$ cat src/rtl/write_cmd_arbiter.sv
// write_cmd_arbiter: two-requester write command arbiter.
// Each requester has its own FIFO of {addr,data}. A two-state FSM picks a
// non-empty FIFO, pops its head into the output registers and holds it until
// the target accepts it. Ties alternate between requesters.
//
// state   | meaning
// --------+-----------------------------------------------------------------
// IDLE    | no write presented; pick a non-empty FIFO and load its head
// HOLD    | out_* valid and stable; wait for out_ready, then return to IDLE
module write_cmd_arbiter #(
  parameter int ADDR_W = 40,
  parameter int DATA_W = 32,
  parameter int DEPTH  = 4
) (
  input  logic              clk,
  input  logic              aresetb,
  input  logic [ADDR_W-1:0] in0_addr,
  input  logic [DATA_W-1:0] in0_data,
  input  logic              in0_valid,
  input  logic [ADDR_W-1:0] in1_addr,
  input  logic [DATA_W-1:0] in1_data,
  input  logic              in1_valid,
  output logic [ADDR_W-1:0] out_addr,
  output logic [DATA_W-1:0] out_data,
  output logic              out_valid,
  input  logic              out_ready,
  output logic              out_src,
  input  logic              ovf_clear,
  output logic [1:0]        overflow,
  output logic              idle
);

  localparam int AW = $clog2(DEPTH);
  localparam int EW = ADDR_W + DATA_W;
  localparam logic [AW:0] CNT_FULL = (AW+1)'(DEPTH);

  typedef enum logic {
    ST_IDLE = 1'b0,
    ST_HOLD = 1'b1
  } state_t;

  state_t r_state;
  state_t w_state_nxt;

  logic [EW-1:0] w_in_ent [2];
  logic [1:0]    w_in_valid;
  logic [EW-1:0] w_head [2];
  logic [1:0]    w_nonempty;
  logic [1:0]    w_pop;
  logic [1:0]    w_push;
  logic [1:0]    w_drop;

  logic          w_sel_fire;
  logic          w_sel_src;
  logic [EW-1:0] w_sel_head;

  logic              r_last_grant;
  logic              r_out_valid;
  logic              r_out_src;
  logic [ADDR_W-1:0] r_out_addr;
  logic [DATA_W-1:0] r_out_data;
  logic [1:0]        r_ovf;

  assign w_in_ent[0] = {in0_addr, in0_data};
  assign w_in_ent[1] = {in1_addr, in1_data};
  assign w_in_valid  = {in1_valid, in0_valid};

  for (genvar g = 0; g < 2; g++) begin : g_fifo
    logic [EW-1:0] r_mem [DEPTH];
    logic [AW-1:0] r_wptr;
    logic [AW-1:0] r_rptr;
    logic [AW:0]   r_cnt;

    assign w_nonempty[g] = (r_cnt != '0);
    assign w_head[g]     = r_mem[r_rptr];
    // A full FIFO still accepts a push when its head leaves on the same edge.
    assign w_push[g]     = w_in_valid[g] && ((r_cnt != CNT_FULL) || w_pop[g]);
    assign w_drop[g]     = w_in_valid[g] && !w_push[g];

    // Entry storage; contents are don't-care until the count covers them.
    always_ff @(posedge clk) begin
      if (w_push[g]) r_mem[r_wptr] <= w_in_ent[g];
    end

    // Pointers wrap naturally modulo DEPTH; count tracks occupancy.
    always_ff @(posedge clk or negedge aresetb) begin
      if (!aresetb) begin
        r_wptr <= '0;
        r_rptr <= '0;
        r_cnt  <= '0;
      end else begin
        if (w_push[g]) r_wptr <= r_wptr + 1'b1;
        if (w_pop[g])  r_rptr <= r_rptr + 1'b1;
        case ({w_push[g], w_pop[g]})
          2'b10:   r_cnt <= r_cnt + 1'b1;
          2'b01:   r_cnt <= r_cnt - 1'b1;
          default: r_cnt <= r_cnt;
        endcase
      end
    end

    // Sticky drop flag; a drop on the clearing edge keeps the flag set.
    always_ff @(posedge clk or negedge aresetb) begin
      if (!aresetb) begin
        r_ovf[g] <= 1'b0;
      end else if (w_drop[g]) begin
        r_ovf[g] <= 1'b1;
      end else if (ovf_clear) begin
        r_ovf[g] <= 1'b0;
      end
    end
  end

  // FSM state register.
  always_ff @(posedge clk or negedge aresetb) begin
    if (!aresetb) r_state <= ST_IDLE;
    else          r_state <= w_state_nxt;
  end

  // FSM next-state logic.
  always_comb begin
    w_state_nxt = r_state;
    case (r_state)
      ST_IDLE: if (w_sel_fire) w_state_nxt = ST_HOLD;
      ST_HOLD: if (out_ready)  w_state_nxt = ST_IDLE;
      default: w_state_nxt = ST_IDLE;
    endcase
  end

  // FSM outputs: grant selection and FIFO pop, only while IDLE.
  always_comb begin
    w_sel_fire = 1'b0;
    w_sel_src  = 1'b0;
    w_pop      = 2'b00;
    if (r_state == ST_IDLE) begin
      case (w_nonempty)
        2'b01: begin
          w_sel_fire = 1'b1;
          w_sel_src  = 1'b0;
        end
        2'b10: begin
          w_sel_fire = 1'b1;
          w_sel_src  = 1'b1;
        end
        2'b11: begin
          w_sel_fire = 1'b1;
          w_sel_src  = ~r_last_grant;
        end
        default: begin
          w_sel_fire = 1'b0;
          w_sel_src  = 1'b0;
        end
      endcase
      if (w_sel_fire) w_pop[w_sel_src] = 1'b1;
    end
  end

  assign w_sel_head = w_head[w_sel_src];

  // Output registers: load on grant, drop valid on acceptance.
  always_ff @(posedge clk or negedge aresetb) begin
    if (!aresetb) begin
      r_out_valid  <= 1'b0;
      r_out_src    <= 1'b0;
      r_out_addr   <= '0;
      r_out_data   <= '0;
      r_last_grant <= 1'b1;
    end else if (w_sel_fire) begin
      r_out_valid  <= 1'b1;
      r_out_src    <= w_sel_src;
      r_out_addr   <= w_sel_head[EW-1:DATA_W];
      r_out_data   <= w_sel_head[DATA_W-1:0];
      r_last_grant <= w_sel_src;
    end else if ((r_state == ST_HOLD) && out_ready) begin
      r_out_valid  <= 1'b0;
    end
  end

  assign out_valid = r_out_valid;
  assign out_src   = r_out_src;
  assign out_addr  = r_out_addr;
  assign out_data  = r_out_data;
  assign overflow  = r_ovf;
  assign idle      = !w_nonempty[0] && !w_nonempty[1] && !r_out_valid
                     && (r_state == ST_IDLE);

endmodule
$ cat config.mk
export PLATFORM = sky130hd
export DESIGN_NAME = write_cmd_arbiter
export DESIGN_NICKNAME = d
export VERILOG_FILES = /design/src/rtl/write_cmd_arbiter.sv
export SDC_FILE = /design/constraint.sdc
export NUM_CORES = 1
export LEC_CHECK = 0
export BUFFER_PORTS_ARGS = -buffer_cell sky130_fd_sc_hd__buf_2
export CORE_ASPECT_RATIO = 1.2
export CORE_MARGIN = 2
export CORE_UTILIZATION = 53
export CTS_CLUSTER_SIZE = 40
export DETAILED_ROUTE_END_ITERATION = 8
export PLACE_DENSITY = 0.72
export SYNTH_ARGS = -nofsm -noshare
export SYNTH_HDL_FRONTEND = slang
export SYNTH_SLANG_ARGS = --single-unit
$ cat constraint.sdc
create_clock -name clk -period 3.8 [get_ports clk]
set_clock_uncertainty 0.1 [all_clocks]
set_input_delay 0.57 -clock clk [delete_from_list [all_inputs] [get_ports clk]]
set_output_delay 0.57 -clock clk [all_outputs]
set_load 0.05 [all_outputs]
Yosys cells after proc, flatten, opt, wreduce, memory -nomap -nowiden --
Memories as Yosys holds them, arrays and structs flattened. Index checks and enable logic that the tools add are counted.
Word-level totals: word-level logic and storage cells 90, bits in writable memories 576, register bits after elaboration 92, memories kept 2
Cells by class: add/sub/neg operators 8, reduce and logical (&&, ||, !) cells 24, magnitude comparators 3, bitwise gates (word level) 3, multiplexer cells 27, equal/unequal tests 9
Memories:
- g_fifo[0].r_mem | depth 4, width 72, read ports 1, clocked after Yosys merged registers in 0, write ports 1, line 69 | logic [EW-1:0] r_mem [DEPTH];
- g_fifo[1].r_mem | depth 4, width 72, read ports 1, clocked after Yosys merged registers in 0, write ports 1, line 69
Operators by type and width (number):
- 72-bit 2-to-1 mux | 3
- 1-bit 2-to-1 mux | 17
- 3-bit case mux with 2 select lines | 2
- 2-bit nonzero test | 5
- 1-bit logical AND | 9
- 2-bit by 1-bit adder with 2-bit output, second input constant | 4
- 2-bit equality test, second input constant | 4
- 3-bit by 1-bit adder with 3-bit output, second input constant | 2
- 2-bit by 1-bit equality test with 1-bit output, second input constant | 3
- 3-bit != test, second input constant | 2
- 3-bit nonzero test | 2
- 3-bit by 1-bit subtractor with 3-bit output, second input constant | 2
- 1-bit zero test | 5
- 2-bit 2-to-1 mux | 2
- 1-bit case mux with 2 select lines | 2
- 3-bit OR reduction | 1
- 2-bit >= comparator, second input constant | 1
- 1-bit logical OR | 2
- 1-bit by 2-bit < comparator with 1-bit output, second input constant | 1
- 1-bit NOT | 2
- 1-bit NOT with 2-bit output | 1
- 1-bit demux with 1-bit select | 1
- 1-bit >= comparator, second input constant | 1

Depth between registers and ports, before layout --
depth in word-level cells 15, mapped depth 11

Worst setup path before layout --
No wires, ideal clock.
path kind flip-flop to flip-flop, from reg g_fifo[1].r_cnt[1], to mem g_fifo[0].r_mem[2][0] (netlist name) (enable), cell stages (with the launch flop) 5, data arrival time 3.050 ns, clock period less this slack 3.588 ns, setup slack 0.212 ns, path buffers 0, required time 3.262 ns, cell sequence dfrtp_1 nor3_2 o21ai_0 a31oi_1 and2_1
On the way: word-level cells in the longest chain between the ends 14, elaborated cells between the ends (all ways) 20
Ends and longest elaborated chain:
- start, declared | line 72 | logic [AW:0] r_cnt;
- start signal, assigned | line 95 | 2'b10: r_cnt <= r_cnt + 1'b1;
- start signal, assigned | line 96 | 2'b01: r_cnt <= r_cnt - 1'b1;
- start signal, assigned | line 97 | default: r_cnt <= r_cnt;
- 3-bit nonzero test (*) | line 74 | assign w_nonempty[g] = (r_cnt != '0);
- 2-bit equality test | line 136 | case (w_nonempty)
- 1-bit case mux with 2 select lines | line 136
- 1-bit 2-to-1 mux | line 135 | if (r_state == ST_IDLE) begin
- 1-bit by 2-bit < comparator with 1-bit output (not written as such) or 1-bit >= comparator (tied branches) | line 154 | if (w_sel_fire) w_pop[w_sel_src] = 1'b1;
- 1-bit logical AND (not written as such) | line 154
- 1-bit 2-to-1 mux (not written as such) | line 154
- 1-bit demux with 1-bit select | line 154
- 2-bit 2-to-1 mux (*) | line 154
- 2-bit 2-to-1 mux (*) | line 135
- 1-bit logical OR (*) | line 77 | assign w_push[g] = w_in_valid[g] && ((r_cnt != CNT_FULL) || w_pop[g]);
- 1-bit logical AND (*) | line 77
- 1-bit 2-to-1 mux (*) | line 82 | if (w_push[g]) r_mem[r_wptr] <= w_in_ent[g];
- 1-bit 2-to-1 mux (not written as such) (*) | line 82
- end, declared | line 69
Every way passes the cells marked *; elsewhere a longest branch is shown, timed or not. The select of a mux whose other input is x is not followed.

Worst setup path in the final report --
from reg g_fifo[0].r_cnt[0], to out idle
On the way: word-level cells in the longest chain between the ends 5
Ends and longest elaborated chain:
- start, declared | line 72
- start signal, assigned | line 95
- start signal, assigned | line 96
- start signal, assigned | line 97
- 3-bit nonzero test | line 74
- 1-bit zero test | line 184 | assign idle = !w_nonempty[0] && !w_nonempty[1] && !r_out_valid
- 1-bit logical AND (2 in series) | line 184
- 1-bit logical AND | line 185 | && (r_state == ST_IDLE);
- end, declared | line 30 | output logic idle
Every way passes these cells.

==> results.py <==
metrics = {
    "run_status": {
        "status": "completed",
    },
    "cts": {
        "cts_root_buf": "clkbuf_16",
        "cts.sink_count": 668,
        "post_cts_buffers": 0,
        "clk_latency_ns": 0.61,
        "clk_pin_slew_ns": 0.07,
        "numCtsBuffers": 60,
        "post_cts_resized": 0,
        "cts_tree": "done",
        "htree_levels": 2,
        "clockBufferDepth": 3,
    },
    "synth": {
        "synth_cell_type_count": 45,
        "yosysWarnings": 0,
        "synth-simple-area-share_pct": 1.77,
        "synth_edf_count": 576,
        "synth-seq-area-share_pct": 77.8,
        "yosys.area.top_type": "edfxtp_1",
        "yosysTopAreaCellShare_pct": 68.6,
        "synth_area_per_cell_um2": 21.1,
        "synthCells": 1192,
        "syn_nets": 1352,
        "synth-seq-cells": 668,
        "synth_compound_area_share_pct": 2.37,
        "synthTopCellsByArea": "edfxtp_1, mux4_2, dfrtp_1",
        "synth_ff_type": "edfxtp_1",
        "synth_area_um2": 25200,
        "synth_mux_area_share_pct": 15.9,
        "synth_xor_area_share_pct": 0.348,
        "synth_top_family_by_area": "multiplexers",
        "synth-adder-area-share_pct": 0.556,
        "async_reset_ff_share_pct": 13.8,
    },
    "job": {
        "maxCapViolCount": 0,
    },
    "global_routing": {
        "grt_pass1_wl_mm": 80.0,
        "grt-ovfl-total": 0,
        "grt_start_max_net_pins": 83,
        "grt_usage_pct": 21.9,
        "antenna_found_initial": 19,
        "grt_pass1_vias": 12851,
    },
    "finish": {
        "fin_util_pct": 62.7,
        "final_common_cell": "edfxtp_1",
        "drive_gt1_share_pct": 34.5,
        "mostFrequentLayoutCells": "edfxtp_1, buf_2, mux4_2",
        "fillCellCount": 3258,
        "nets": 1608,
        "syn2layout_area_growth_pct": 17.0,
    },
    "placement": {
        "dp_hpwl_mm": 33.0,
        "place_congestion": 0.818,
        "port_buffers": 226,
    },
    "critical_path": {
        "crit-reg2reg-launch": "g_fifo[1].r_cnt[1]",
        "cp.arrival_ns": 2.34,
        "rr_worst_depth": 6,
        "crit_type": "register to output pin",
        "rr_endpoint": "g_fifo[0].r_mem[1][36]",
        "cpMaxStageDelayCell": "nor3_1",
        "slowest_delay_ns": 0.61,
        "crit_path_frequent_cell": "nor3_1",
        "crit_path_end_kind": "output pin",
        "rrSetupSlack_ns": 0.95,
        "critPathLaunchType": "register",
        "path_cells": "nor3_1 -> nand2_1 -> nor3_1 -> buf_2",
        "required_ns": 3.13,
        "critPathMaxFanout": 7,
    },
    "die": {
        "die_x_um": 203,
        "core_area_um2": 47000,
        "start_util_pct": 53.6,
        "die_h_um": 243,
        "rows": 87,
        "fp.dieArea_um2": 49300,
        "pin_count": 227,
    },
    "power_and_ir_drop": {
        "peakVddDrop_uv": 613,
        "powerDensity_nw_per_um2": 841,
        "p_leak_nw": 10.1,
    },
    "route": {
        "wl_per_cell_um": 24.6,
        "vias": 12286,
        "first_iter_violations": 948,
        "dr.pass1.iters": 5,
        "ant_nets": 0,
        "vias_per_cell": 5.77,
        "drc": 0,
        "totalWireLength_mm": 52.5,
    },
    "timing": {
        "tightest_slew_ns": 1.12,
        "max_slew_margin_pct": 25.0,
        "max_freq_mhz": 332,
        "finalSetupTns_ns": 0,
        "finalCritPeriodShare_pct": 79.3,
        "setup_viol": 0,
        "min_period_ns": 3.01,
        "grt_setup_unrepaired": "no",
        "hold_violations": 0,
        "slew_violations": 0,
    },
    "hold_path": {
        "min_from": "in1_data[17]",
        "holdPathStages": 1,
        "hold_path_class": "input pin to register",
        "min_to": "g_fifo[1].r_mem[3][17]",
    },
}
==> worst max path at each step <==
stage	slack (ns)	depth (start not counted)	end	startpoint
finish	0.79	4	idle	g_fifo[0].r_cnt[0]
global route	0.69	4	idle	g_fifo[0].r_cnt[0]
CTS	0.78	4	idle	g_fifo[0].r_cnt[0]
detailed placement	0.98	6	g_fifo[0].r_mem[1][6]	g_fifo[1].r_cnt[1]
global placement	1.09	5	g_fifo[1].r_mem[2][21]	g_fifo[0].r_cnt[0]
floorplan	0.21	4	g_fifo[0].r_mem[2][0]	g_fifo[1].r_cnt[1]
==> final cells by class <==
type | count | area, um2 | area share, %
Sequential cell | 668 | 19600 | 66.5
Antenna cell | 7 | 17.5 | 0.0594
Clock buffer | 78 | 1670 | 5.67
Clock inverter | 36 | 477 | 1.62
Inverter | 15 | 56.3 | 0.191
Timing Repair Buffer | 254 | 1560 | 5.29
Tap cell | 623 | 779 | 2.64
Multi-Input combinational cell | 449 | 5310 | 18.0
==> timing repair <==
item                                    CTS  global route
hold buffers                              1             0
endpoints found under the hold margin    47             0
endpoints found under the setup margin    0             0
==> cells by family after synthesis <==
family / count (synthesis)
buffers and inverters: 75
DFF: 668
adders and majority gates: 10
AOI/OAI and AO/OA: 105
xor gates and xnor gates: 10
and+or+nand+nor: 105
muxes: 219
==> Yosys cell counts (2+ instances only) <==
library cell,instances
o21a_1,2
xor2_1,3
clkbuf_1,33
fa_1,2
ha_1,8
o31a_1,2
nor2_1,78
dfrtp_1,91
buf_6,3
xnor2_1,7
o21bai_1,3
o221ai_1,2
buf_2,18
and2_1,8
nor3_1,2
mux2i_1,72
nand2_1,8
o21ai_0,4
a21oi_1,78
mux2_2,3
nand2b_1,2
edfxtp_1,576
o211ai_1,2
mux4_2,144
o32ai_1,2
buf_1,5
inv_1,15
nor3_2,2
==> through the flow <==
step	area, um2	power, mW	hold WS [ns]	setup slack [ns]	instances
final	29500	24.8	0.0690	0.786	2130
after floorplan	25200	16.2	0.174	0.212	1192
after global placement	27300	18.4	0.403	1.09	2008
after CTS	29500	25.1	0.0327	0.776	2123
after global routing	29500	25.9	0.0401	0.692	2128
after detailed placement	27300	18.6	0.407	0.985	2008
==> critical path: cells and delay by family, from the launching register on <==
kind,cells,cell delay (ns)
buffers and inverters,1,0.30
DFF,1,0.45
and+or+nand+nor,3,1.01
==> sequential cells by signal (all words and copies together), names as in the netlist <==
register       count
out_src            1
overflow           2
out_addr          40
r_last_grant       1
out_data          32
out_valid          1
r_state            1
g_fifo.r_cnt       6
g_fifo.r_wptr      4
g_fifo.r_mem     576
g_fifo.r_rptr      4
==> metal layers <==
metal	track usage, %	share of wire, %
met5	0	0.22
met4	5.67	1.6
met2	35.7	51
met1	30.2	40
met3	5.26	6.9
==> power by group <==
part	total, mW	internal [mW]	switching, mW
combinational	7.44	3.01	4.43
sequential	10.9	9.85	1.07
clock	6.43	3.85	2.58
total	24.8	16.7	8.08
Power figures use the tool's default switching activity.
